===== config.mk =====
export PLATFORM = sky130hd
export DESIGN_NAME = truth_table_recorder
export DESIGN_NICKNAME = d
export VERILOG_FILES = /design/src/rtl/ttr_pkg.sv /design/src/rtl/ttr_table.sv /design/src/rtl/truth_table_recorder.sv
export SDC_FILE = /design/constraint.sdc
export NUM_CORES = 1
export LEC_CHECK = 0
export ABC_AREA = 1
export CORE_MARGIN = 10
export CORE_UTILIZATION = 45
export CTS_CLUSTER_SIZE = 24
export DETAILED_ROUTE_END_ITERATION = 10
export PLACE_DENSITY = 0.62
export SLEW_MARGIN = 30
export SYNTH_ARGS = -nofsm -noshare
export SYNTH_HDL_FRONTEND = slang
export SYNTH_SLANG_ARGS = --single-unit

===== constraint.sdc =====
create_clock -name clk -period 1.6 [get_ports clk]
set_input_delay 0.16 -clock clk [delete_from_list [all_inputs] [get_ports clk]]
set_output_delay 0.16 -clock clk [all_outputs]
set_load 0.02 [all_outputs]

===== src/rtl/ttr_pkg.sv =====
// Shared types and helpers for the truth-table recorder.
// Holds the sweep FSM state encoding and the row-width helper.
package ttr_pkg;

    // Sweep controller states.
    typedef enum logic [1:0] {
        IDLE  = 2'd0,
        DRIVE = 2'd1,
        HOLD  = 2'd2,
        FIN   = 2'd3
    } ttr_state_e;

    // A table row is the stimulus vector followed by the single response bit.
    function automatic int row_width(input int n_in);
        return n_in + 1;
    endfunction

endpackage


===== src/rtl/ttr_table.sv =====
// Small register file: one synchronous write port, one asynchronous read
// port, and an asynchronous clear on reset.
module ttr_table #(
    parameter int AW = 3,
    parameter int W  = 4
) (
    input  logic          clk,
    input  logic          rst_n,
    input  logic          we,
    input  logic [AW-1:0] waddr,
    input  logic [W-1:0]  wdata,
    input  logic [AW-1:0] raddr,
    output logic [W-1:0]  rdata
);

    localparam int DEPTH = 2 ** AW;

    logic [W-1:0] mem_q [DEPTH];

    // Storage: cleared on reset, written one row per cycle when enabled.
    always_ff @(posedge clk or negedge rst_n) begin
        if (!rst_n) begin
            for (int i = 0; i < DEPTH; i++) begin
                mem_q[i] <= '0;
            end
        end else if (we) begin
            mem_q[waddr] <= wdata;
        end
    end

    assign rdata = mem_q[raddr];

endmodule


===== src/rtl/truth_table_recorder.sv =====
// Hardware truth-table writer. Sweeps every input combination of an external
// combinational block, waits SETTLE cycles, captures {stim, resp} into an
// internal table and streams each row out.
// Optional self-check hardware is compiled in with the TTR_CHECK_EN macro.
//
// Row stream handshake: row_data is meaningful only while row_valid is high;
// a row transfers on a rising edge where row_valid and row_ready are both
// high. Once raised, row_valid stays high and row_data stays stable until
// that transfer happens.
module truth_table_recorder
    import ttr_pkg::*;
#(
    parameter  int N_IN   = 3,
    parameter  int SETTLE = 1,
    localparam int W      = row_width(N_IN)
) (
    input  logic            clk,
    input  logic            rst_n,
    input  logic            start,
    output logic [N_IN-1:0] stim,
    input  logic            resp,
    output logic            row_valid,
    input  logic            row_ready,
    output logic [W-1:0]    row_data,
    output logic            busy,
    output logic            done,
    input  logic [N_IN-1:0] rd_addr,
    output logic [W-1:0]    rd_data
`ifdef TTR_CHECK_EN
    ,
    input  logic            exp_we,
    input  logic [N_IN-1:0] exp_addr,
    input  logic            exp_d,
    output logic [N_IN:0]   pass_cnt,
    output logic            mismatch
`endif
);

    localparam int              ROWS        = 2 ** N_IN;
    localparam logic [N_IN-1:0] LAST_IDX    = N_IN'(ROWS - 1);
    localparam logic [3:0]      SETTLE_LOAD = 4'(SETTLE - 1);

    ttr_state_e      state_q, state_d;
    logic [N_IN-1:0] idx_q, idx_d;
    logic [3:0]      cnt_q, cnt_d;
    logic [N_IN-1:0] stim_q, stim_d;
    logic            row_valid_q, row_valid_d;
    logic [W-1:0]    row_data_q, row_data_d;
    logic            capture;
    logic            sweep_go;

    // Sweep control registers.
    always_ff @(posedge clk or negedge rst_n) begin
        if (!rst_n) begin
            state_q     <= IDLE;
            idx_q       <= '0;
            cnt_q       <= '0;
            stim_q      <= '0;
            row_valid_q <= 1'b0;
            row_data_q  <= '0;
        end else begin
            state_q     <= state_d;
            idx_q       <= idx_d;
            cnt_q       <= cnt_d;
            stim_q      <= stim_d;
            row_valid_q <= row_valid_d;
            row_data_q  <= row_data_d;
        end
    end

    // Next-state logic: drive a row, wait for it to settle, capture, hand off.
    always_comb begin
        state_d     = state_q;
        idx_d       = idx_q;
        cnt_d       = cnt_q;
        stim_d      = stim_q;
        row_valid_d = row_valid_q;
        row_data_d  = row_data_q;
        capture     = 1'b0;
        sweep_go    = 1'b0;
        case (state_q)
            IDLE: begin
                if (start) begin
                    sweep_go = 1'b1;
                    state_d  = DRIVE;
                    idx_d    = '0;
                    stim_d   = '0;
                    cnt_d    = SETTLE_LOAD;
                end
            end
            DRIVE: begin
                if (cnt_q == 4'd0) begin
                    // resp has been stable for SETTLE cycles; take the row.
                    capture     = 1'b1;
                    row_data_d  = {idx_q, resp};
                    row_valid_d = 1'b1;
                    state_d     = HOLD;
                end else begin
                    cnt_d = cnt_q - 4'd1;
                end
            end
            HOLD: begin
                if (row_valid_q && row_ready) begin
                    row_valid_d = 1'b0;
                    if (idx_q == LAST_IDX) begin
                        state_d = FIN;
                        stim_d  = '0;
                    end else begin
                        idx_d   = idx_q + N_IN'(1);
                        stim_d  = idx_q + N_IN'(1);
                        cnt_d   = SETTLE_LOAD;
                        state_d = DRIVE;
                    end
                end
            end
            FIN: begin
                stim_d  = '0;
                state_d = IDLE;
            end
            default: state_d = IDLE;
        endcase
    end

    assign stim      = stim_q;
    assign row_valid = row_valid_q;
    assign row_data  = row_data_q;
    assign busy      = (state_q != IDLE);
    assign done      = (state_q == FIN);

    ttr_table #(.AW(N_IN), .W(W)) u_table (
        .clk   (clk),
        .rst_n (rst_n),
        .we    (capture),
        .waddr (idx_q),
        .wdata ({idx_q, resp}),
        .raddr (rd_addr),
        .rdata (rd_data)
    );

`ifdef TTR_CHECK_EN
    logic          exp_bit;
    logic [N_IN:0] pass_cnt_q, pass_cnt_d;
    logic          mismatch_q, mismatch_d;

    // Expected responses may only be loaded while no sweep is running.
    ttr_table #(.AW(N_IN), .W(1)) u_exp_table (
        .clk   (clk),
        .rst_n (rst_n),
        .we    (exp_we && (state_q == IDLE)),
        .waddr (exp_addr),
        .wdata (exp_d),
        .raddr (idx_q),
        .rdata (exp_bit)
    );

    // Score each captured row against the expected table.
    always_comb begin
        pass_cnt_d = pass_cnt_q;
        mismatch_d = mismatch_q;
        if (sweep_go) begin
            pass_cnt_d = '0;
            mismatch_d = 1'b0;
        end else if (capture) begin
            if (resp == exp_bit) begin
                pass_cnt_d = pass_cnt_q + (N_IN + 1)'(1);
            end else begin
                mismatch_d = 1'b1;
            end
        end
    end

    // Check result registers.
    always_ff @(posedge clk or negedge rst_n) begin
        if (!rst_n) begin
            pass_cnt_q <= '0;
            mismatch_q <= 1'b0;
        end else begin
            pass_cnt_q <= pass_cnt_d;
            mismatch_q <= mismatch_d;
        end
    end

    assign pass_cnt = pass_cnt_q;
    assign mismatch = mismatch_q;
`endif

endmodule

# Yosys cells after proc, flatten, opt, wreduce, memory -nomap -nowiden
# Index checks and enable logic that the tools add are counted.
# totals
mem_bits_ro	0
ff_bits	49
in_bits	8
memories	0
ramBits	0
latchBits	0
word_cells	73
# classes
n_addsub	2
reduce_logical	15
n_mul	0
n_mux	28
shift	0
eq_ne	9
div_mod_pow	0
magnitude_cmp	3
bitwise	2
# ops
operator	n
bitwise mux 32 bit	1
two-way mux 4 bit	7
two-way mux 3 bit	5
binary-select mux 4 bit (select 3 bit)	1
demux 4 bit (select 3 bit)	1
case mux 4 bit (3 select lines)	1
!= test 2 bit (second input constant)	5
case mux 3 bit (3 select lines)	1
AND reduction 3 bit	3
greater-or-equal comparator 4 bit (second input constant)	2
two-way mux 2 bit	4
inverter 3 -> 4 bit	2
case mux 2 bit (4 select lines)	1
case mux 3 bit (2 select lines)	1
nonzero test 2 bit	3
nonzero test 3 bit	2
AND reduction 5 bit	1
== test 2 bit (second input constant)	2
logical NOT 4 bit	1
less-than comparator 4 x 1 -> 1 bit (second input constant)	1
two-way mux 1 bit	4
AND reduction 4 bit	1
subtractor 4 x 1 -> 4 bit (second input constant)	1
adder 3 x 1 -> 3 bit (second input constant)	1
6 further kinds	7

# Depth between registers and ports, before layout
# logic_depth
word_depth	6
ltp_mapped	8
mapped_depth_nobuf	7

# Cells and area by module
# From an unflattened synthesis, not the netlist that was laid out.
# unflattened
cells_unflattened	334
area_unflattened_um2	2506.2
# by_module_without_submodules
module	cells_per_inst	instances	area_each_um2
ttr_table	224	1	1616.6
truth_table_recorder	110	1	889.6

# Worst setup path after synthesis
# Ideal clock, no wire load.
# synth_path
kind	register -> register
start	register idx_q[0]
end	register cnt_q[0]
arrival_time_ns	1.337
setup_ns	0.065
path_slack_ns	0.198
stages_incl_launch_ff	8
cell_sequence	dfrtp_1 -> ha_1 -> ha_1 -> nand3_1 -> nand3_1 -> nor2_1 -> nand2_1 -> nand2_1
# synth_between
elab_chain_len	3
# synth_lines
element	line_no	rtl
start: declaration	truth_table_recorder.sv:44	logic [N_IN-1:0] idx_q, idx_d;
start signal: assignment	truth_table_recorder.sv:63	idx_q <= idx_d;
== test 3 bit	truth_table_recorder.sv:105	if (idx_q == LAST_IDX) begin
!= test 2 bit (no line)	-	
AND reduction 5 bit (no line)	-	
end signal: assignment	truth_table_recorder.sv:64	cnt_q <= cnt_d;
end: declaration	truth_table_recorder.sv:45	logic [3:0] cnt_q, cnt_d;
# Every way passes these cells.
# A chain may end at the register's enable or synchronous reset.

# Worst setup path after layout
# Same ends and word-level chain as after synthesis.

==> metrics.txt <==
# port buffers=21; synthesized area=2340 um^2; vias in the first global route=1,847; Routed WL=4690 um; clock buffer depth=2; area delta synth->final=19.8%; HPWL Detailed=3490 um; # Max-Cap Violations=0; share of cells above drive strength 1=12.7%; synthesized flop and latch total=49; largest net degree at the start of global routing=50; DR vias/cell=4.62; met3 routed WL=232 um; highest-count cells in the layout ignoring fill and taps=96 x nand2_1, 48 x dfrtp_1, 43 x inv_1, 28 x nor2_1, 20 x o21ai_0; Sink Count=49; DRT iter0 DRCs=74; M1 WL=2290 um; minimum clock period=1.48 ns; Pwr Density=1510 nW/um^2; Seq/Total Area, Yosys=52.4%; Die Y=92.1 um; crit path DAT=1.72 ns; clk_lat worst skew=0.30 ns; initial antenna violation count=0; DR vias=1,858; Met2 Wirelength=2110 um; Total GRT Usage=11.8%; outcome=complete, no violations; maximum level of the CTS H-tree=2; Inst Count DP=390; commonest non-fill, non-tap cell in the layout=nand2_1; clk root buf=clkbuf_8; Synth Net Count=304; Cells after Synth=293; unrepaired setup endpoints after global routing=no; Distinct cells, synth=24; Fin Clk Skew=0.00846 ns; maximum vdd drop=1.08 mV; CP max FO=4; Placer Congestion=0.865; core area=5070 um^2; grt ovf=0; Pre-Repair DR Iteration Count=5; Pwr Total=4.23 mW; final hold vios=0; Slew Viols, Final=0; DRT antenna net count=0; post-synth top area cell=dfrtp_1; Final Non-Filler Cells=402; Setup crit start kind=flip-flop; Pleak=1.57 nW; cells taking the most area after synthesis=dfrtp_1 52%, nand2_1 15%, inv_1 6.9%; WL/cell=11.7 um; Setup crit end kind=flip-flop; Rows=26; Fmax=676 MHz; Starting Density=46.2%; top cell type's share of synthesized area=52.4%; Synthesis Warnings=0; antenna cells=0; I/O pin total=22; HP Class=input port to asynchronous set/reset pin; Critical Path RT=1.84 ns; Final setup viols=0; total die area=8490 um^2; first-pass GRT wire length=8340 um; Slew @ Worst Pin=0.368 ns; Die Span X=92.1 um; Setup Crit Path Kind=flip-flop to flip-flop; Fin Hold WS=0.369 ns; CTS tree=built; top sig layer=met4; max_slew headroom=75.4%; mean post-synth cell area=7.99 um^2; TritonCTS Buffers=5; period utilization=92.4%; Clk pin slew, worst setup/hold paths=0.09 ns; final net count=342; DR DRC count=0
[cell families (layout without fill, tap and decap cells)]
family | count (synthesis) | in the layout | share of synthesized area, %
buffers and inverters | 51 | 90 | 8.87
DFF | 49 | 49 | 52.4
adders and majority gates | 3 | 3 | 1.60
AOI/OAI and AO/OA | 38 | 38 | 8.55
and+or+nand+nor | 152 | 152 | 28.6
[metrics by stage]
stage	setup TNS [ns]	cell area [um^2]	setup slack [ns]	util [%]
6_report	0	2810	0.121	55.3
5_1_grt	0	2810	0.0109	55.3
4_1_cts	0	2770	0.0458	54.6
3_5_place_dp	-1.84	2700	-0.478	53.1
3_3_place_gp	-1.70	2700	-0.432	53.1
2_1_floorplan	0	2340	0.198	-
[critical path, cell delays in order (launching register included)]
cell     delay [ns]
dfrtp_1        0.40
ha_1           0.21
ha_1           0.20
nand3_1        0.13
nand3_1        0.14
nor2_2         0.21
nand2_1        0.07
nand2_1        0.07
[worst paths after layout]
path,slack [ns],from,cells past startpoint,endpoint
hold reg to reg,0.46,u_table.mem_q[2]$_DFFE_PN0P_,2,u_table.mem_q[2]$_DFFE_PN0P_
setup / recovery,0.12,idx_q[0]$_DFFE_PN0P_,7,cnt_q[0]$_DFFE_PN0P_
hold / removal,0.37,rst_n,3,u_table.mem_q[21]$_DFFE_PN0P_
setup reg to reg,0.12,idx_q[0]$_DFFE_PN0P_,7,cnt_q[0]$_DFFE_PN0P_
min in group clk,0.46,u_table.mem_q[2]$_DFFE_PN0P_,2,u_table.mem_q[2]$_DFFE_PN0P_
max in group asynchronous,0.99,rst_n,3,state_q[1]$_DFFE_PN0P_
[what timing repair did]
action                                  CTS  global route
endpoints found under the setup margin    6            18
endpoints found under the hold margin    49             0
pin swaps                                 0             2
gates resized for setup                  22             5
hold buffers                              1             0
buffers inserted                          0             3
[flip-flops by register name (all words and copies together) (netlist names)]
name           flops
cnt_q              4
idx_q              3
row_data           4
row_valid          1
state_q            2
stim               3
u_table.mem_q     32
[power breakdown]
| group | switching (mW) | internal (mW) |
|---|---|---|
| clock | 0.407 | 0.310 |
| combinational | 1.08 | 0.692 |
| sequential | 0.208 | 1.54 |
| total | 1.69 | 2.54 |
[metal layers]
metal  track usage [%]  up-vias
met3              3.99        6
met5                 0        -
met2              19.4       36
met1              14.4      843
li1                  -      973
met4              2.96        0
[layout make-up]
class                   count  area [um^2]
flip-flops and latches     49         1230
clock inverters             1         7.51
well taps                  70         87.6
clock buffers               7         76.3
inverters                  46          174
multi-input cells         193          918
repair buffers             36          315
fillers                   496         2270
[cells in the mapped netlist, drive strengths merged]
cell / n
and2: 1
or2: 1
nand3: 15
clkinv: 1
a21oi: 13
dfrtp: 49
ha: 3
inv: 45
buf: 3
a21boi: 1
nor2: 34
clkbuf: 2
nand2: 99
o21ai: 21
o211ai: 3
nand4: 2
Power figures use the tool's default switching activity.
